## config.mk

```make
export PLATFORM = sky130hd
export DESIGN_NAME = binary_down_counter_flat
export DESIGN_NICKNAME = d
export VERILOG_FILES = /design/src/rtl/binary_down_counter_if.sv /design/src/rtl/binary_down_counter.sv /design/src/flat_wrapper.sv
export SDC_FILE = /design/constraint.sdc
export NUM_CORES = 1
export LEC_CHECK = 0
export ABC_AREA = 1
export ABC_CLOCK_PERIOD_IN_PS = 1600
export BUFFER_PORTS_ARGS = -buffer_cell sky130_fd_sc_hd__buf_2
export CAP_MARGIN = 15
export CORE_MARGIN = 2
export CORE_UTILIZATION = 48
export CTS_CLUSTER_SIZE = 8
export DETAILED_ROUTE_END_ITERATION = 10
export PLACE_DENSITY = 0.77
export SLEW_MARGIN = 20
export SYNTH_ARGS = -nofsm -noshare
export SYNTH_HDL_FRONTEND = slang
export SYNTH_SLANG_ARGS = --single-unit
```

## constraint.sdc

```tcl
create_clock -name clk -period 1.6 [get_ports clk]
set_clock_uncertainty 0.1 [all_clocks]
set_input_delay 0.08 -clock clk [delete_from_list [all_inputs] [get_ports clk]]
set_output_delay 0.08 -clock clk [all_outputs]
set_load 0.01 [all_outputs]
```

## src/rtl/binary_down_counter_if.sv

```systemverilog
// Load port for binary_down_counter: a producer offers an interval over
// valid/ready, and the counter accepts it when both are high on an edge.
interface binary_down_counter_if #(
    parameter int N = 8
);
    logic         load_valid;
    logic         load_ready;
    logic [N-1:0] load_value;

    modport master (
        output load_valid,
        output load_value,
        input  load_ready
    );

    modport slave (
        input  load_valid,
        input  load_value,
        output load_ready
    );
endinterface

```

## src/rtl/binary_down_counter.sv

```systemverilog
// Loadable N-bit down counter. It counts a programmed interval down to zero
// and pulses tc for one cycle at expiry.
//
// Optional feature: define LIBSV_COUNTERS_BINARY_DOWN_COUNTER_AUTORELOAD_EN
// to make the counter periodic. At expiry it reloads from rl and stays in
// RUN. Loads are then accepted in every state, and a load during RUN only
// updates rl.
//
// state | meaning
// IDLE  | waiting for a load, q holds its last value
// RUN   | counting down on enabled cycles
module binary_down_counter #(
    parameter int N = 8
) (
    input  logic                   clk,
    input  logic                   aresetn,
    binary_down_counter_if.slave   load,
    input  logic                   en,
    input  logic                   stop,
    output logic [N-1:0]           q,
    output logic                   busy,
    output logic                   tc
);

    typedef enum logic {
        IDLE = 1'b0,
        RUN  = 1'b1
    } state_t;

    localparam logic [N-1:0] ZERO = '0;
    localparam logic [N-1:0] ONE  = N'(1);

    state_t       state;
    logic [N-1:0] rl;
    logic         load_fire;

`ifdef LIBSV_COUNTERS_BINARY_DOWN_COUNTER_AUTORELOAD_EN
    assign load.load_ready = 1'b1;
`else
    assign load.load_ready = (state == IDLE);
`endif

    assign load_fire = load.load_valid && load.load_ready;
    assign busy      = (state == RUN);

    // Counter state machine: load, count down, expire, stop. tc is 0 unless a cycle sets it.
    always_ff @(posedge clk or negedge aresetn) begin
        if (!aresetn) begin
            state <= IDLE;
            q     <= ZERO;
            rl    <= ZERO;
            tc    <= 1'b0;
        end else begin
            tc <= 1'b0;
            case (state)
                IDLE: begin
                    if (load_fire) begin
                        q  <= load.load_value;
                        rl <= load.load_value;
                        if (load.load_value != ZERO) begin
                            state <= RUN;
                        end else begin
                            // A zero interval expires immediately without entering RUN.
                            tc <= 1'b1;
                        end
                    end
                end
                RUN: begin
`ifdef LIBSV_COUNTERS_BINARY_DOWN_COUNTER_AUTORELOAD_EN
                    // New interval is latched now and takes effect at the next reload.
                    if (load_fire) begin
                        rl <= load.load_value;
                    end
`endif
                    if (stop) begin
                        state <= IDLE;
                    end else if (en) begin
                        if (q == ONE) begin
                            tc <= 1'b1;
`ifdef LIBSV_COUNTERS_BINARY_DOWN_COUNTER_AUTORELOAD_EN
                            q <= rl;
                            if (rl == ZERO) begin
                                state <= IDLE;
                            end
`else
                            q     <= ZERO;
                            state <= IDLE;
`endif
                        end else begin
                            q <= q - ONE;
                        end
                    end
                end
                default: begin
                    state <= IDLE;
                end
            endcase
        end
    end

endmodule

```

## src/flat_wrapper.sv

```systemverilog
// flat-port wrapper written by rule: the top's interface ports become plain ports
module binary_down_counter_flat 
#(
    parameter int N = 8
)
  (clk, aresetn, en, stop, q, busy, tc, load_load_valid, load_load_value, load_load_ready);
  binary_down_counter_if #(.N(N)) load_i ();
  input  logic clk;
  input  logic aresetn;
  input  logic en;
  input  logic stop;
  output logic [N-1:0] q;
  output logic busy;
  output logic tc;
  input wire logic [$bits(load_i.load_valid)-1:0] load_load_valid;
  input wire logic [$bits(load_i.load_value)-1:0] load_load_value;
  output wire logic [$bits(load_i.load_ready)-1:0] load_load_ready;
  assign load_i.load_valid = load_load_valid;
  assign load_i.load_value = load_load_value;
  assign load_load_ready = load_i.load_ready;
  binary_down_counter #(.N(N)) u_core (.clk(clk), .aresetn(aresetn), .load(load_i), .en(en), .stop(stop), .q(q), .busy(busy), .tc(tc));
endmodule
```

==> qor.txt, run 1 <==
status = complete, no violations
# setup viols final = 0
worst-path fanout max = 7
Crit path largest cell delay = 0.36 ns
sequential share of the synthesized area = 35.91%
I/O Pins = 24
WP data required = 1.70 ns
Max-slew headroom = 80.21%
pre-CTS setup slack = 0.2307 ns
Die X = 42.11 um
grt ovf = 0
Leak = 0.4462 nW
top post-synthesis cells by area = dfrtp_1 36%, nor2_1 12%, a21oi_1 9.3%
fmax = 715.6 MHz
n_diodes = 0
setup tns final = 0 ns
Synthesized Nets = 112
Hold Vio Cnt, Final = 0
hold slack = 0.03206 ns
DRC = 0
most frequent cells in the layout = 23 x buf_2, 22 x nor2_1, 13 x nand2_1, 13 x a21oi_1, 11 x inv_1
initial antenna violation count = 0
crit-path cells = inv_1 -> ha_1 -> nand3_1 -> nor2_4 -> nor2_4 -> nand3_1 -> a21oi_1
root buffer cell = clkbuf_4
Tightest Pin Transition = 0.2957 ns
Non-Filler Instances = 143
CTS tree = done
via count = 768
worst-skew pair later-pin latency = 0.27 ns
Avg WL per Cell = 12.29 um
layout cell share with drive strength beyond 1 = 30.47%
1st-pass router iterations = 5
Worst setup EP type = flop
die area = 1773 um2
Max Cap Viol = 0
largest net degree at the start of global routing = 11
Setup WS post-layout = 0.2026 ns
critical path type = reg2reg
Overall Global Routing Usage = 22.44%
Synth Warn # = 0
proportion of netlist area held by the largest area contributor = 35.91%
Row Count = 13
global-route wire length before repair = 3063 um
Num CTS Buffers = 3
final net count = 144
Port Buffers = 23
H-tree levels = 1
Period minus WS final = 1.397 ns
Mean Syn Cell Area = 7.185 um2
Area Growth Syn to Fin = 29.62%
clock buffer depth = 2
startpoint types = flop
slowest CP cell = dfrtp_1
vias per inst = 5.371
worst vdd ir = 0.5963 mV
Syn Inst Count = 97
Reg clk slew, reported paths = 0.08 ns
Synth Register Bits = 10
fin crit share = 87.34%
leading cell type in the layout, fill and taps excluded = buf_2
Core Area = 1334 um2
Die Y = 42.11 um
Yosys cell types = 21
unrepaired setup endpoints after global routing = no
power density over the cells = 1311 nW/um2
clk sinks = 10
Yosys top cell by area = dfrtp_1
synthesized area = 696.9 um2
HP Class = in2reg
Placed Cells = 135
vias in the first global route = 749
total wire length = 1757 um
initial core utilization = 52.25%
gpl congestion = 0.8482
Slew Viols, Final = 0
post-route ant nets = 0
crit path DAT = 1.50 ns
hpwl dp = 1305 um
1st-iter DRT viols = 25
==> metal layers <==
metal	up-vias	track usage (%)	routed length, um
met1	347	27.69	717
met3	4	3.448	137
met5	-	0	0
met4	0	9.375	17
met2	41	38.75	885
li1	376	-	-
==> final timing paths <==
| kind | startpoint | to | slack (ns) | depth (start not counted) |
|---|---|---|---|---|
| max | u_core.q[1] | u_core.q[5] | 0.20 | 7 |
| max reg2reg | u_core.q[1] | u_core.q[5] | 0.20 | 7 |
| min in group asynchronous | aresetn | u_core.q[0] | 0.11 | 2 |
| max in group asynchronous | aresetn | u_core.q[7] | 1.10 | 2 |
| min | load_load_value[0] | u_core.q[0] | 0.03 | 3 |
| min reg2reg | u_core.q[7] | u_core.q[7] | 0.48 | 2 |
==> area by class of cell <==
class	instances	area (um2)
sequential	10	250.2
fill	117	430.4
clock buffer	4	36.28
tap	15	18.77
multi-input combinational	73	384.1
inverter	13	51.30
timing repair buffer	28	162.7
==> through the flow <==
step	util (%)	instance area [um2]	power, mW
floorplan	-	696.9	0.7609
detailed placement	62.01	827.0	0.9378
CTS	67.73	903.4	1.186
global route	67.73	903.4	1.275
finish	67.73	903.4	1.184
global placement	62.01	827.0	0.9241
==> synthesized netlist by cell type, drive strengths merged <==
library cell	instances
buf	1
o21ai	6
nand4	1
a21oi	15
o211ai	1
dfrtp	10
xnor2	1
nor2	26
nand2	15
nand3	5
inv	13
ha	2
o31ai	1
==> critical path: cells and delay by family, from the launching register on <==
kind                     cells  cell delay (ns)
AND/OR/NAND/NOR              4             0.46
flip-flops                   1             0.36
adder cells (fa/ha/maj)      1             0.19
AO/OA/AOI/OAI                1             0.14
buffers and inverters        1             0.08
==> logic make-up after synthesis <==
logic type / synth area share, %
buf+inv: 8.977
compound gates: 20.11
simple gates: 30.16
flops: 35.91
xor+xnor: 1.257
fa+ha+maj: 3.590
==> registers in the layout (all words and copies together) (netlist names) <==
name         flops
u_core.busy      1
u_core.q         8
u_core.tc        1
==> report_power, final <==
part           leakage (nW)  switching, mW  total (mW)  internal, mW
Clock                0.0210          0.101       0.239         0.138
Combinational         0.309          0.311       0.519         0.208
Sequential            0.116         0.0979       0.426         0.328
==> what timing repair did <==
item / CTS / global route
setup buffers: 0 / 0
setup endpoints to repair: 0 / 0
endpoints found under the hold margin: 12 / 0
resized for setup: 0 / 0
hold buffers: 4 / 0
Note: power is estimated with default switching activity, not from simulation.
==> run 2, diff against run 1 <==
--- a/config.mk
+++ b/config.mk
@@ -10,10 +10,10 @@
 export BUFFER_PORTS_ARGS = -buffer_cell sky130_fd_sc_hd__buf_2
 export CAP_MARGIN = 15
 export CORE_MARGIN = 2
-export CORE_UTILIZATION = 48
+export CORE_UTILIZATION = 45
 export CTS_CLUSTER_SIZE = 8
 export DETAILED_ROUTE_END_ITERATION = 10
-export PLACE_DENSITY = 0.77
+export PLACE_DENSITY = 0.73
 export SLEW_MARGIN = 20
 export SYNTH_ARGS = -nofsm -noshare
 export SYNTH_HDL_FRONTEND = slang
==> qor.txt, run 2 (synthesis results as in run 1) <==
Max-slew headroom = 79.21%
worst-path fanout max = 7
largest net degree at the start of global routing = 11
Port Buffers = 23
Num CTS Buffers = 3
1st-pass router iterations = 4
hpwl dp = 1264 um
power density over the cells = 1253 nW/um2
# setup viols final = 0
clk sinks = 10
Placed Cells = 136
crit path DAT = 1.46 ns
vias in the first global route = 658
Period minus WS final = 1.379 ns
setup tns final = 0 ns
pre-CTS setup slack = 0.2281 ns
max FFs per register = 8
layout cell share with drive strength beyond 1 = 30.16%
hold slack = 0.01775 ns
Non-Filler Instances = 142
startpoint types = flop
most frequent cells in the layout = 23 x buf_2, 22 x nor2_1, 13 x nand2_1, 13 x a21oi_1, 11 x inv_1
final net count = 143
total wire length = 1664 um
fin crit share = 86.17%
CTS tree = done
Worst setup EP type = flop
n_diodes = 0
grt ovf = 0
Max Cap Viol = 0
Slew Viols, Final = 0
via count = 724
Reg with most FFs = u_core.q
fmax = 725.3 MHz
Die Y = 43.36 um
worst-skew pair later-pin latency = 0.26 ns
Core Area = 1471 um2
worst vdd ir = 0.6719 mV
Tightest Pin Transition = 0.3107 ns
Reg clk slew, reported paths = 0.07 ns
I/O Pins = 24
Row Count = 14
global-route wire length before repair = 2732 um
Setup WS post-layout = 0.2213 ns
Avg WL per Cell = 11.72 um
DRC = 0
unrepaired setup endpoints after global routing = no
post-route ant nets = 0
Hold Vio Cnt, Final = 0
initial core utilization = 47.36%
H-tree levels = 1
Die X = 43.36 um
die area = 1880 um2
Leak = 0.4349 nW
WP data required = 1.68 ns
status = complete, no violations
Area Growth Syn to Fin = 26.39%
post-CTS setup buffer count = 0
gpl congestion = 0.7908
Overall Global Routing Usage = 19.43%
total power = 1.104 mW
root buffer cell = clkbuf_4
1st-iter DRT viols = 16
vias per inst = 5.099
clock buffer depth = 2
leading cell type in the layout, fill and taps excluded = buf_2
critical path type = reg2reg
initial antenna violation count = 0
HP Class = in2reg
run 2: final cells by class:
cell class,instances,area (um2)
Clock buffer,3,22.52
Fill cell,136,590.6
Inverter,13,51.30
Multi-Input combinational cell,73,384.1
Sequential cell,10,250.2
Tap cell,16,20.02
Timing Repair Buffer,27,152.6
run 2: layer usage:
| layer | vias to the layer above | GRT usage, % | routed length [um] |
|---|---|---|---|
| li1 | 372 | - | - |
| met1 | 321 | 23.81 | 736 |
| met2 | 25 | 32.24 | 811 |
| met3 | 6 | 3.750 | 75 |
| met4 | 0 | 10.30 | 40 |
| met5 | - | 0 | 0 |
run 2: worst max-delay path, cell delays in order, from the launching register on:
cell	delay (ns)
dfrtp_1	0.36
inv_1	0.08
ha_1	0.18
nand3_1	0.12
nor2_4	0.06
nor2_4	0.16
nand3_1	0.11
a21oi_1	0.13
run 2: timing repair:
item | in CTS | in global routing
hold endpoints to repair | 12 | 0
hold buffers | 3 | 0
gates resized for setup | 0 | 0
run 2: path summary, 6_finish.rpt:
kind,start,end,slack [ns],depth (start not counted)
min reg2reg,u_core.q[7],u_core.q[7],0.49,2
max,u_core.q[1],u_core.q[5],0.22,7
max reg2reg,u_core.q[1],u_core.q[5],0.22,7
max in group asynchronous,aresetn,u_core.q[5],1.08,2
min,en,u_core.tc,0.02,3
min in group asynchronous,aresetn,u_core.q[0],0.12,2
run 2: metrics by stage:
stage                     utilization [%]  area (um2)
final                               59.86       880.8
after global routing                59.86       880.8
after CTS                           59.86       880.8
after detailed placement            56.29       828.3
after global placement              56.29       828.3
after floorplan                         -       696.9
run 2: power breakdown:
| group | internal (mW) | switching [mW] | total (mW) |
|---|---|---|---|
| sequential | 0.329 | 0.100 | 0.429 |
| clock | 0.0865 | 0.0799 | 0.166 |
| combinational | 0.205 | 0.303 | 0.508 |
| total | 0.621 | 0.483 | 1.10 |
==> run 3, diff against run 2 <==
--- a/config.mk
+++ b/config.mk
@@ -6,13 +6,14 @@
 export NUM_CORES = 1
 export LEC_CHECK = 0
 export ABC_AREA = 1
-export ABC_CLOCK_PERIOD_IN_PS = 1600
+export ABC_CLOCK_PERIOD_IN_PS = 1200
 export BUFFER_PORTS_ARGS = -buffer_cell sky130_fd_sc_hd__buf_2
 export CAP_MARGIN = 15
 export CORE_MARGIN = 2
-export CORE_UTILIZATION = 45
+export CORE_UTILIZATION = 43
 export CTS_CLUSTER_SIZE = 8
 export DETAILED_ROUTE_END_ITERATION = 10
+export HOLD_SLACK_MARGIN = 0.03
 export PLACE_DENSITY = 0.73
 export SLEW_MARGIN = 20
 export SYNTH_ARGS = -nofsm -noshare
==> constraint.sdc (replaced) <==
create_clock -name clk -period 1.2 [get_ports clk]
set_clock_uncertainty 0.1 [all_clocks]
set_input_delay 0.06 -clock clk [delete_from_list [all_inputs] [get_ports clk]]
set_output_delay 0.06 -clock clk [all_outputs]
set_load 0.01 [all_outputs]
==> qor.txt, run 3 (synthesis results as in run 1) <==
crit-path cells = ha_4 -> nand3_4 -> nor2_4 -> nor2_4 -> o21ai_1 -> a21oi_1
Placed Area = 925.9 um2
clock buffer depth = 2
fmax = 718.8 MHz
vias in the first global route = 838
Row Count = 14
clk sinks = 10
crit path launch = u_core.q[0]
fillers = 108
reg2reg start = u_core.q[0]
1st-pass router iterations = 4
Max Cap Viol = 0
Worst setup EP type = flop
WP data required = 1.30 ns
DRC = 0
Crit path largest cell delay = 0.45 ns
setup tns final = -1.327 ns
Core Area = 1506 um2
Most common cell on crit path = nor2_4
Non-Filler Instances = 166
Reg2Reg Setup Slack = -0.19 ns
crit path capture = u_core.q[3]
Die X = 44.26 um
# setup viols final = 12
Hold Crit Depth = 4
reg-to-reg critical path endpoint = u_core.q[3]
crit path DAT = 1.49 ns
1st-iter DRT viols = 33
Reg clk slew, reported paths = 0.09 ns
pre-CTS setup slack = -0.1284 ns
Reg with most FFs = u_core.q
hold slack = 0.02174 ns
H-tree levels = 1
worst-skew pair later-pin latency = 0.29 ns
hold_sp = stop
worst r2r path cells = 6
Num CTS Buffers = 3
layout cell share with drive strength beyond 1 = 44.00%
CTS tree = done
total wire length = 2553 um
n_diodes = 0
Period minus WS final = 1.391 ns
Avg WL per Cell = 15.38 um
grt ovf = 0
fin crit share = 115.9%
Port Buffers = 23
critical path type = reg2reg
initial antenna violation count = 0
failing checks = setup timing
final net count = 166
status = finished with violations
Die Y = 44.26 um
Max-slew headroom = 82.64%
post-route ant nets = 0
gpl congestion = 0.8092
startpoint types = flop
slowest CP cell = dfrtp_2
power density over the cells = 1710 nW/um2
HP Class = in2reg
Tightest Pin Transition = 0.2603 ns
Overall Global Routing Usage = 25.81%
Hold Vio Cnt, Final = 0
Area Growth Syn to Fin = 70.56%
root buffer cell = clkbuf_4
Placed Cells = 145
worst vdd ir = 1.040 mV
hpwl dp = 1455 um
final instance area = 1189 um2
Leak = 0.5607 nW
initial core utilization = 46.26%
worst-path fanout max = 7
vias per inst = 5.235
global-route wire length before repair = 3739 um
die area = 1959 um2
via count = 869
unrepaired setup endpoints after global routing = yes
most frequent cells in the layout = 22 x buf_2, 20 x nor2_1, 13 x nand2_1, 13 x buf_4
max FFs per register = 8
total power = 2.033 mW
leading cell type in the layout, fill and taps excluded = buf_2
Setup WS post-layout = -0.1912 ns
I/O Pins = 24
largest net degree at the start of global routing = 11
Slew Viols, Final = 0
Core Util, Final = 78.90%
run 3: cell types whose count changed in the layout (fill, tap and decap cells not counted), sizes merged:
cell	change
buf	+14
clkbuf	+2
dlygate4sd3	+8
run 3: final cells by class:
cell class,instances,area (um2),share of cell area [%]
clock buffer,4,36.28,3.053
tap,16,20.02,1.684
timing repair buffer,50,389.1,32.74
sequential,10,252.7,21.26
inverter,13,51.30,4.316
multi-input combinational,73,439.2,36.95
run 3: metal layers:
metal | global-route usage (%) | share of wire [%] | vias to the layer above
li1 | - | - | 421
met1 | 35.99 | 41 | 392
met2 | 40.29 | 49 | 46
met3 | 3.673 | 6.3 | 10
met4 | 10.30 | 4.0 | 0
met5 | 0 | 0 | -
run 3: worst min-delay path by stage:
stage	slack, ns	endpoint
floorplan	-0.34	u_core.busy
global placement	-0.16	u_core.busy
detailed placement	-0.16	u_core.q[1]
CTS	-0.11	u_core.tc
global route	0.03	u_core.busy
finish	0.02	u_core.busy
run 3: worst max-delay path: cells and delay by family (launching register included):
kind                     cells  cell delay (ns)
AND/OR/NAND/NOR              3             0.28
AO/OA/AOI/OAI                2             0.30
flip-flops                   1             0.45
adder cells (fa/ha/maj)      1             0.18
run 3: repair_timing:
| action | in CTS | in global routing |
|---|---|---|
| gates resized for setup | 2 | 9 |
| hold buffers | 10 | 1 |
| hold endpoints to repair | 20 | 1 |
| setup endpoints to repair | 11 | 11 |
| gates cloned | 0 | 1 |
| pin swaps | 2 | 2 |
| buffers inserted | 1 | 4 |
run 3: power breakdown:
part | internal (mW) | total, mW | switching [mW]
clock | 0.185 | 0.339 | 0.154
combinational | 0.529 | 1.11 | 0.581
sequential | 0.442 | 0.584 | 0.141
